### src/rtl/sha2_msg_padder.sv
// SHA-2 message padder: inserts the 0x80 marker, zero fill and big-endian bit-length
// into a word stream and emits complete 16-word blocks to the compression engine.
module sha2_msg_padder #(
    parameter  int WORD_W = 32,
    parameter  int LEN_W  = 64,
    localparam int NB_W   = $clog2(WORD_W/8) + 1
) (
    input  logic              clk,
    input  logic              rst,
    input  logic [WORD_W-1:0] in_data,
    input  logic              in_valid,
    output logic              in_ready,
    input  logic              in_last,
    input  logic [NB_W-1:0]   in_nbytes,
    output logic [WORD_W-1:0] out_data,
    output logic              out_valid,
    input  logic              out_ready,
    output logic [3:0]        out_widx,
    output logic              out_last_blk,
    output logic              busy
);
    localparam int NB = WORD_W / 8;

    typedef enum logic [2:0] {S_DATA, S_PAD80, S_ZERO, S_LEN_HI, S_LEN_LO} state_t;

    state_t              r_state, w_nstate;
    logic [WORD_W-1:0]   r_data, w_ld_data;
    logic                r_valid, r_last, r_busy, r_run;
    logic [3:0]          r_widx, w_nidx;
    logic [LEN_W-1:0]    r_len, w_len_nxt;
    logic [2*WORD_W-1:0] w_len_ext;
    logic                w_adv, w_room, w_in_acc, w_load, w_ld_last;

    assign w_adv     = r_valid && out_ready;
    assign w_room    = !r_valid || out_ready;
    // Index the word being loaded this cycle will carry.
    assign w_nidx    = r_widx + {3'b000, w_adv};
    assign in_ready  = r_run && (r_state == S_DATA) && w_room;
    assign w_in_acc  = in_ready && in_valid;
    assign w_len_ext = (2*WORD_W)'(r_len);

    assign out_data     = r_data;
    assign out_valid    = r_valid;
    assign out_widx     = r_widx;
    assign out_last_blk = r_last;
    assign busy         = r_busy;

    always_ff @(posedge clk or negedge rst) begin
        if (!rst) r_state <= S_DATA;
        else      r_state <= w_nstate;
    end

    always_comb begin
        w_nstate  = r_state;
        w_load    = 1'b0;
        w_ld_data = '0;
        w_ld_last = 1'b0;
        w_len_nxt = r_len;
        case (r_state)
            S_DATA: begin
                if (w_in_acc) begin
                    w_load = 1'b1;
                    if (!in_last) begin
                        w_ld_data = in_data;
                        w_len_nxt = r_len + LEN_W'(WORD_W);
                    end else if (in_nbytes >= NB_W'(NB)) begin
                        w_ld_data = in_data;
                        w_len_nxt = r_len + LEN_W'(WORD_W);
                        w_nstate  = S_PAD80;
                    end else begin
                        // Partial final word: keep leading bytes, marker at byte k.
                        for (int b = 0; b < NB; b++) begin
                            if (NB_W'(b) < in_nbytes)
                                w_ld_data[WORD_W-1-8*b -: 8] = in_data[WORD_W-1-8*b -: 8];
                            else if (NB_W'(b) == in_nbytes)
                                w_ld_data[WORD_W-1-8*b -: 8] = 8'h80;
                        end
                        w_len_nxt = r_len + LEN_W'({in_nbytes, 3'b000});
                        w_nstate  = (w_nidx == 4'd13) ? S_LEN_HI : S_ZERO;
                    end
                end
            end
            S_PAD80: begin
                w_load = w_room;
                w_ld_data[WORD_W-1] = 1'b1;
                if (w_room) w_nstate = (w_nidx == 4'd13) ? S_LEN_HI : S_ZERO;
            end
            S_ZERO: begin
                w_load = w_room;
                if (w_room && w_nidx == 4'd13) w_nstate = S_LEN_HI;
            end
            S_LEN_HI: begin
                w_load    = w_room;
                w_ld_data = w_len_ext[2*WORD_W-1:WORD_W];
                if (w_room) w_nstate = S_LEN_LO;
            end
            S_LEN_LO: begin
                w_load    = w_room;
                w_ld_data = w_len_ext[WORD_W-1:0];
                w_ld_last = 1'b1;
                // Length is captured in the output word, so the next message can start now.
                if (w_room) begin
                    w_nstate  = S_DATA;
                    w_len_nxt = '0;
                end
            end
            default: w_nstate = S_DATA;
        endcase
    end

    always_ff @(posedge clk or negedge rst) begin
        if (!rst) begin
            r_data  <= '0;
            r_valid <= 1'b0;
            r_last  <= 1'b0;
            r_busy  <= 1'b0;
            r_run   <= 1'b0;
            r_widx  <= '0;
            r_len   <= '0;
        end else begin
            r_run  <= 1'b1;
            r_widx <= w_nidx;
            r_len  <= w_len_nxt;
            r_busy <= (r_busy && !(w_adv && r_last)) || w_in_acc;
            if (w_load) begin
                r_data  <= w_ld_data;
                r_last  <= w_ld_last;
                r_valid <= 1'b1;
            end else if (w_adv) begin
                r_valid <= 1'b0;
                r_last  <= 1'b0;
            end
        end
    end
endmodule

### config.mk
export PLATFORM = sky130hd
export DESIGN_NAME = sha2_msg_padder
export DESIGN_NICKNAME = d
export VERILOG_FILES = /design/src/rtl/sha2_msg_padder.sv
export SDC_FILE = /design/constraint.sdc
export NUM_CORES = 1
export LEC_CHECK = 0
export BUFFER_PORTS_ARGS = -buffer_cell sky130_fd_sc_hd__buf_2
export CAP_MARGIN = 20
export CORE_MARGIN = 2
export CORE_UTILIZATION = 48
export DETAILED_ROUTE_END_ITERATION = 6
export PLACE_DENSITY = 0.79
export SLEW_MARGIN = 15
export SYNTH_ARGS = -nofsm -noshare
export SYNTH_HDL_FRONTEND = slang
export SYNTH_SLANG_ARGS = --single-unit
### constraint.sdc
create_clock -name clk -period 2.8 [get_ports clk]
set_input_delay 0.28 -clock clk [delete_from_list [all_inputs] [get_ports clk]]
set_output_delay 0.28 -clock clk [all_outputs]
set_load 0.01 [all_outputs]
==> results of run 1 <==
==> layer usage <==
layer,routed length (um),part of all wire [%]
met4,664,3.2
met1,8730,41
met3,2110,10
met5,0,0
met2,9550,45
==> placed cells by master, fill, tap and decap left out, types with 10 or more instances in the layout <==
master,n
a31oi_1,14
buf_4,40
nand3_1,39
a21oi_1,33
nand4_1,24
nor4_1,10
a41oi_1,10
buf_2,78
nor3_1,14
inv_1,14
nand2_1,99
dfrtp_1,104
o31ai_1,12
or3_1,11
nor2_1,33
o21ai_0,68
a222oi_1,28
o21ai_1,32
==> area by class of cell <==
cell class	instances	area, sq um
multi-input combinational	533	3220
fill	1167	5370
sequential	104	2600
clock buffer	10	229
inverter	14	52.6
timing repair buffer	120	721
clock inverter	6	115
tap	172	215
==> what timing repair did <==
item | CTS | global route
setup endpoints to repair | 0 | 2
hold endpoints to repair | 46 | 0
hold buffers | 1 | 0
gates resized for setup | 0 | 1
==> per-stage QoR <==
stage / utilization, % / power [W] / cells / area (sq um) / worst slack, ns
floorplan: - / 0.00264 / 705 / 6080 / 0.491
global placement: 54.2 / 0.00309 / 942 / 6790 / 0.234
detailed placement: 54.2 / 0.00315 / 942 / 6790 / 0.146
CTS: 57.1 / 0.00463 / 959 / 7140 / 0.122
global route: 57.1 / 0.00487 / 959 / 7150 / 0.0201
finish: 57.1 / 0.00463 / 959 / 7150 / 0.0949
==> Yosys cell counts, drive strengths merged (7+ instances only) <==
cell    instances  area [sq um]
dfrtp         104          2600
nor3           17           101
inv            14          52.6
and3            7          43.8
nand2          99           372
o21ai         101           505
nor4           14           124
a31oi          14          87.6
or3            11          68.8
or4             9          71.3
nand4          28           209
o31ai          12          90.1
nor2           36           140
nand3          39           195
a41oi          10          87.6
and2            8          50.1
a21oi          33           165
buf            14          80.1
a222oi         28           280
clkbuf         40           150
==> worst max-delay path, cell delays in order, from the launching register on <==
cell and delay, ns:
dfrtp_1 0.49, nand4_2 0.20, or3_1 0.59, nor4_4 0.70, and2_1 0.32, nand3_1 0.10, o31ai_1 0.22
==> sequential cells by signal, indices dropped and copies added, names as in the netlist <==
| signal | count |
|---|---|
| r_len | 61 |
| out_data | 32 |
| out_widx | 4 |
| r_state | 3 |
| busy | 1 |
| out_last_blk | 1 |
| out_valid | 1 |
| r_run | 1 |
==> logic make-up after synthesis <==
group                    after synthesis
multiplexers                           4
other                                  1
AND/OR/NAND/NOR                      285
buffers and inverters                 68
flip-flops                           104
XOR/XNOR                               4
AO/OA/AOI/OAI                        232
adder cells (fa/ha/maj)                7
==> power groups by stage <==
stage               sequential (W)  combinational [W]  clock, W
floorplan                  0.00186           0.000783         0
global placement           0.00185            0.00124         0
detailed placement         0.00187            0.00128         0
CTS                        0.00185            0.00129   0.00149
global route               0.00187            0.00143   0.00157
finish                     0.00185            0.00130   0.00148
==> worst paths after layout <==
path	endpoint	slack, ns	depth (start not counted)
min	out_data[10]	0.22	3
min in group asynchronous	r_run	0.47	2
max	r_len[41]	0.09	6
min reg2reg	out_data[29]	0.48	2
max in group asynchronous	r_len[49]	1.63	3
max reg2reg	r_len[41]	0.09	6
==> results.toml, run 1 <==
[outcome]
status = "finished with violations"
violations = "design-rule violations"

[floorplan]
num_rows = 41
die_y_um = 117
start_util_pct = 48.6
fp.dieW_um = 117
die_area_sq_um = 13600
coreArea_sq_um = 12500
io_pins = 80

[yosys]
synth_top_family_by_area = "compound AO/OA/AOI/OAI gates"
synth_edf_count = 0
synthesis.area_sq_um = 6080
ys_seq_area_share_pct = 42.8
ys.flop_type = "dfrtp_1"
ys_seq_elements = 104
synth.area.mux_share_pct = 0.679
synth_compound_area_share_pct = 24.9
ys_types = 63
ys_async_sr_fraction_pct = 100
syn-mean-instance-area_sq_um = 8.62
synthXorXnorAreaFrac_pct = 0.576
synth-simple-area-share_pct = 24.8
synthAdderAreaFrac_pct = 1.56
synthCells = 705
ys_warn_count = 0
syn_nets = 752

[clock_tree]
cts_buffers = 9
insertion_delay_ns = 0.36
root_buffer = "clkbuf_16"
clock_sinks = 104
postCtsSetupBuffers = 0
clk_pin_slew_ns = 0.07
cts_max_path_buffers = 2
cts_max_level = 3
cts_tree = "done"

[grt]
grt_use_met2_pct = 48.6
grt_max_degree = 49
grt_overflow = 0
grtUsageTotal_pct = 32.1
antenna_found_initial = 0
gr-usage-met1_pct = 45.2
first_global_vias = 5749
grt_pass1_wl_mm = 32.7
grt_util_met3_pct = 6.02
globalRoute.busiestLayer = "met2"

[final_layout]
drive_gt1_share_pct = 19.9
syn_to_final_growth_pct = 17.6
num_antenna_cells = 0
nets = 829

[power]
power_density_nw_per_um2 = 648
peakVddDrop_uv = 444
p_clk_share_pct = 32.0
seqPwrFrac_pct = 40.0
swShare_pct = 35.9
total_leakage_power_nw = 3.06
p_int_w = 0.00297
combPwrFrac_pct = 28.0
p_switching_w = 0.00166

[timing]
rsz0062_at_grt = "no"
fin_hold_ws_ns = 0.217
maxSlewViolCount = 0
slew_headroom_pct = 30.4
setup_tns_ns = 0
finalCritPeriodShare_pct = 96.6
fmax_ghz = 0.370
report.final.setup_viol = 0
post-route-min-period_ns = 2.71
tightest_slew_ns = 1.04
finalHoldViolCount = 0
finClkSkew_ns = 0.00850

[setup_path]
path_max_fanout = 9
critPathArrivalTime_ns = 2.97
path_class = "flop to flop"
r2r-start = "r_len[11]"
crit_path_start_kind = "flop"
crit_required_ns = 3.07
cp-end-kind = "flop"
startpoint = "r_len[11]"

[job]
maxCapViolCount = 0

[detailed_routing]
routed_wl_mm = 21.0
vias = 6300
wl_per_cell_um = 21.9
detail_route.iter0.violations = 841
postRouteAntennaNets = 0
vias_per_cell = 6.57
drc = 4
dr.pass1.iters = 7

[place]
gp_congestion = 1.03
portBuffers = 79
dp_hpwl_mm = 15.4

[min_path]
hold_path.startpoint = "in_data[10]"
hold_path_class = "input pin to flop"
Power figures use the tool's default switching activity.
==> run 2, diff against run 1 <==
Settings changed: BUFFER_PORTS_ARGS -buffer_cell sky130_fd_sc_hd__buf_2 to -buffer_cell sky130_fd_sc_hd__clkbuf_2.
==> run 2 against run 1 <==
Hold slack improved by 0.0027 ns. Critical endpoint is now r_len[58]. The flow now finishes without violations. Non-clock buffer count fell by 2. Die area did not move. Power fell by 0.52%. Worst setup slack improved by 0.050 ns. Combinational power barely moved. Routed wire length rose by 0.92%. Utilization fell by 0.16 points. Sequential share of layout area rose by 0.10 points. Clock-buffer cell count did not move. Cell area fell by 0.28%. Critical path depth rose by 1.
==> results.toml, run 2 (synthesis results as in run 1) <==
[setup_path]
crit_end = "r_len[58]"
path_class = "flop to flop"
startpoint = "r_len[11]"
cpMaxStageDelayCell = "or4_4"
cp_cell_sequence = "nand4_1 > or4_4 > a2111oi_4 > buf_4 > a41oi_1 > o21ai_1 > o31ai_1"
critPathArrivalTime_ns = 2.88
r2r_end = "r_len[58]"
crit_path_start_kind = "flop"
slowest_delay_ns = 0.60
rrSetupSlack_ns = 0.14
ff2ff_path_depth = 7
path_max_fanout = 9
cp-end-kind = "flop"
crit_required_ns = 3.03
r2r-start = "r_len[11]"

[place]
portBuffers = 79
placed_cell_area_sq_um = 6790
preCtsSetupSlack_ns = 0.226
dp.cells = 940
gp_congestion = 0.977
dp_hpwl_mm = 15.0

[timing]
fmax_ghz = 0.377
post-route-min-period_ns = 2.66
finalHoldViolCount = 0
slew_headroom_pct = 31.7
maxSlewViolCount = 0
setup_ws_ns = 0.145
rsz0062_at_grt = "no"
report.final.setup_viol = 0
finClkSkew_ns = 0.00843
tightest_slew_ns = 1.02
setup_tns_ns = 0
finalCritPeriodShare_pct = 94.8

[power]
combPwrFrac_pct = 28.4
seqPwrFrac_pct = 40.3
p_switching_w = 0.00165
peakVddDrop_uv = 358
swShare_pct = 35.7
total_leakage_power_nw = 3.03
p_clk_share_pct = 31.3
power_density_nw_per_um2 = 647
p_int_w = 0.00296

[clock_tree]
clock_sinks = 104
cts_max_path_buffers = 2
cts_resized = 0
postCtsSetupBuffers = 0
ctsHoldBuffers = 1
insertion_delay_ns = 0.36
cts_tree = "done"
cts_buffers = 9
clk_pin_slew_ns = 0.07
cts_max_level = 3
root_buffer = "clkbuf_16"

[job]
maxCapViolCount = 0

[detailed_routing]
vias = 6347
vias_per_cell = 6.64
detail_route.iter0.violations = 868
routed_wl_mm = 21.2
drc = 0
dr.pass1.iters = 7
wl_per_cell_um = 22.2
postRouteAntennaNets = 0

[grt]
grt_util_met3_pct = 5.19
grt_max_degree = 63
gr-usage-met1_pct = 45.4
antenna_found_initial = 0
grtUsageTotal_pct = 32.1
grt_pass1_wl_mm = 33.0
grt_use_met2_pct = 50.8
globalRoute.busiestLayer = "met2"
first_global_vias = 5828
grt_overflow = 0

[floorplan]
die_area_sq_um = 13600
coreArea_sq_um = 12500
io_pins = 80
fp.dieW_um = 117
start_util_pct = 48.6
die_y_um = 117
num_rows = 41

[final_layout]
largest_reg_flops = 61
layout.cells.non_filler = 956
final_common_cell = "dfrtp_1"
num_antenna_cells = 0
nets = 827
regMostFlops = "r_len"
design_area_sq_um = 7130
fillers = 1161
syn_to_final_growth_pct = 17.3
drive_gt1_share_pct = 19.5
final_cell_mix = "104 x dfrtp_1, 99 x nand2_1, 78 x clkbuf_2"

[outcome]
status = "finished clean"

[min_path]
hold_path_class = "input pin to flop"
## run 2: metrics by stage
step,power [W],hold WS [ns],utilization [%]
after global routing,0.00484,0.241,57.0
after CTS,0.00461,0.216,57.0
after global placement,0.00311,0.322,54.2
after detailed placement,0.00318,0.334,54.2
final,0.00461,0.220,57.0
after floorplan,0.00264,-0.0156,-
## run 2: final cells by class
cell class | instances | area (sq um) | share of cell area (%)
Clock inverter | 5 | 104 | 1.46
Inverter | 14 | 52.6 | 0.737
Sequential cell | 104 | 2600 | 36.5
Clock buffer | 10 | 229 | 3.21
Tap cell | 172 | 215 | 3.02
Multi-Input combinational cell | 533 | 3210 | 45.0
Timing Repair Buffer | 118 | 718 | 10.1
## run 2: routing by layer
layer	wire length (um)	part of all wire [%]
met5	0	0
met4	557	2.6
met3	2010	9.5
met2	9750	46
met1	8920	42
## run 2: power groups by stage
stage / combinational (W) / sequential [W] / clock, W
after floorplan: 0.000783 / 0.00186 / 0
after global placement: 0.00124 / 0.00186 / 0
after detailed placement: 0.00130 / 0.00188 / 0
after CTS: 0.00130 / 0.00185 / 0.00146
after global routing: 0.00143 / 0.00188 / 0.00152
final: 0.00131 / 0.00186 / 0.00144
## run 2: worst min-delay path by stage
stage	to	start	cells past startpoint	slack, ns
2_1_floorplan	busy	rst	0	-0.02
3_3_place_gp	r_len[9]	rst	1	0.32
3_5_place_dp	r_len[3]	rst	1	0.33
4_1_cts	out_data[4]	in_data[4]	3	0.22
5_1_grt	out_data[1]	in_data[1]	3	0.24
6_report	out_data[4]	in_data[4]	3	0.22
## run 2: critical path, delay by kind of cell (launching register included)
| family | cells | cell delay, ns |
|---|---|---|
| and+or+nand+nor | 2 | 0.88 |
| buffers and inverters | 1 | 0.27 |
| AOI/OAI and AO/OA | 4 | 0.89 |
| DFF | 1 | 0.49 |
==> run 3, diff against run 2 <==
Settings changed: ABC_AREA set to 1, PLACE_DENSITY 0.79 to 0.78.
==> run 3 against run 2 <==
Global-route usage is 3.2 points higher. Cell area is 27% higher. Sequential power up 51%. Combinational power is 140% higher. Routed wire length grew 45%. Clock-buffer cell count is 1 lower. Die area rose by 30%. Highest routed layer unchanged. Cell count increased by 66%. Critical path depth increased by 7. Register-to-register slack better by 0.31 ns. Power rose by 60%.
==> results.toml, run 3 <==
[floorplan]
fp.dieW_um = 133
start_util_pct = 48.6
coreArea_sq_um = 16500
die_y_um = 133
io_pins = 80
die_area_sq_um = 17700
num_rows = 47

[detailed_routing]
wl_per_cell_um = 19.4
routed_wl_mm = 30.9
postRouteAntennaNets = 0
drc = 0
dr.pass1.iters = 6
vias_per_cell = 5.76
detail_route.iter0.violations = 1011
vias = 9158

[yosys]
yosys.area.top_type = "dfrtp_1"
synth_common_cells = "425 x nand2_1, 161 x nor2_1, 146 x nand3_1"
synthesis.area_sq_um = 8000
ys_warn_count = 0
ys_async_sr_fraction_pct = 100
synthCells = 1284
ys_seq_elements = 104
ys_types = 44
synth_edf_count = 0
synth.area.top_cells = "dfrtp_1 33%, nand2_1 20%, nand3_1 9.1%"
syn-mean-instance-area_sq_um = 6.23
ys.flop_type = "dfrtp_1"
post-synth-top-count-cell = "nand2_1"
synth_top_area_share_pct = 32.5
ys_seq_area_share_pct = 32.5
syn_nets = 1331

[power]
swShare_pct = 48.1
finalPower_w = 0.00739
p_switching_w = 0.00356
p_clk_share_pct = 19.9
p_int_w = 0.00383
seqPwrFrac_pct = 37.8
peakVddDrop_uv = 505
power_density_nw_per_um2 = 818
total_leakage_power_nw = 4.17
combPwrFrac_pct = 42.3

[final_layout]
syn_to_final_growth_pct = 13.0
largest_reg_flops = 61
regMostFlops = "r_len"
fillers = 1708
final_cell_mix = "425 x nand2_1, 161 x nor2_1, 146 x nand3_1"
num_antenna_cells = 0
final_common_cell = "nand2_1"
drive_gt1_share_pct = 12.6
nets = 1413

[clock_tree]
clk_pin_slew_ns = 0.08
cts_resized = 0
clock_sinks = 104
insertion_delay_ns = 0.37
root_buffer = "clkbuf_16"
postCtsSetupBuffers = 0
cts_tree = "done"
cts_max_level = 3
cts_buffers = 9
cts_max_path_buffers = 2

[grt]
grt_use_met2_pct = 54.6
grtUsageTotal_pct = 35.3
gr-usage-met1_pct = 47.9
globalRoute.busiestLayer = "met2"
grt_pass1_wl_mm = 48.0
grt_max_degree = 47
antenna_found_initial = 0
grt_util_met3_pct = 6.85
first_global_vias = 8407
grt_overflow = 0

[outcome]
status = "finished clean"

[min_path]
hold_path_class = "input pin to flop"
hold_depth = 4

[setup_path]
path_class = "flop to flop"
crit_required_ns = 3.06
crit_path_start_kind = "flop"
cp-end-kind = "flop"
path_max_fanout = 5
critPathArrivalTime_ns = 2.60
ff2ff_path_depth = 14

[timing]
setup_ws_ns = 0.458
finalCritPeriodShare_pct = 83.6
maxSlewViolCount = 0
fmax_ghz = 0.427
tightest_slew_ns = 0.766
setup_tns_ns = 0
finClkSkew_ns = 0.0138
finalHoldViolCount = 0
slew_headroom_pct = 48.9
report.final.setup_viol = 0
rsz0062_at_grt = "no"
post-route-min-period_ns = 2.34

[place]
dp_hpwl_mm = 24.4
gp_congestion = 1.08
preCtsSetupSlack_ns = 0.503
portBuffers = 79

[job]
maxCapViolCount = 0
## run 3: changes by cell type after synthesis, moves of 14 or more
cell / change
clkbuf_1: -25
a222oi_1: -28
nor2_1: +127
inv_1: +113
nand4_1: +15
nand3_1: +107
a21oi_1: -15
o22ai_1: +14
o221ai_1: +15
nand2_1: +326
## run 3: logic make-up after synthesis
group | after synthesis | share of synthesized area (%)
simple gates | 826 | 45.2
other cells | 1 | 0.0469
buf+inv | 171 | 8.54
flops | 104 | 32.5
mux | 1 | 0.125
fa+ha+maj | 7 | 1.19
xor+xnor | 6 | 0.657
compound gates | 168 | 11.7
## run 3: power by group through the flow
stage               logic [W]  clock network [W]  registers (W)
floorplan             0.00200                  0        0.00262
detailed placement    0.00308                  0        0.00277
global placement      0.00304                  0        0.00277
CTS                   0.00309            0.00148        0.00275
finish                0.00313            0.00147        0.00280
global route          0.00350            0.00153        0.00284
## run 3: path summary, 6_finish.rpt
| kind | from | end | slack (ns) |
|---|---|---|---|
| max | r_len[3] | r_len[21] | 0.46 |
| max reg2reg | r_len[3] | r_len[21] | 0.46 |
| min reg2reg | out_data[24] | out_data[24] | 0.48 |
| min in group asynchronous | rst | out_data[16] | 0.45 |
| max in group asynchronous | rst | r_len[42] | 1.53 |
| min | out_ready | r_state[0] | 0.22 |
## run 3: timing repair
item,4_1_cts,5_1_grt
hold buffers,1,0
endpoints found under the hold margin,42,0
endpoints found under the setup margin,0,0
## run 3: cell type report
type / count / area, sq um / share of cell area [%]
timing repair buffer: 105 / 596 / 6.59
multi-input combinational: 1009 / 4720 / 52.2
sequential: 104 / 2600 / 28.8
inverter: 137 / 518 / 5.73
tap: 220 / 275 / 3.04
clock inverter: 7 / 109 / 1.20
clock buffer: 9 / 225 / 2.49
## run 3: routing by layer
| layer | wire (um) | up-vias |
|---|---|---|
| li1 | - | 4356 |
| met1 | 13100 | 4278 |
| met2 | 13500 | 438 |
| met3 | 2580 | 86 |
| met4 | 1680 | 0 |
| met5 | 0 | - |
## run 3: stage by stage
| stage | hold slack [ns] | instances | cell area, sq um | util (%) |
|---|---|---|---|---|
| detailed placement | 0.326 | 1574 | 8700 | 52.8 |
| finish | 0.223 | 1591 | 9040 | 54.9 |
| global route | 0.239 | 1591 | 9040 | 54.9 |
| floorplan | -0.0156 | 1284 | 8000 | - |
| global placement | 0.316 | 1574 | 8700 | 52.8 |
| CTS | 0.210 | 1591 | 9040 | 54.9 |
## run 3: worst max-delay path: stages (launching register included)
cell	delay, ns
dfrtp_1	0.39
ha_1	0.24
fa_1	0.46
nand2_1	0.13
nand2_1	0.05
nand2_1	0.20
nand2_1	0.09
nand2_1	0.13
nor2_4	0.06
nand2_2	0.11
clkinv_2	0.09
nand2_1	0.09
o21ai_1	0.07
o21ai_1	0.07
inv_1	0.04
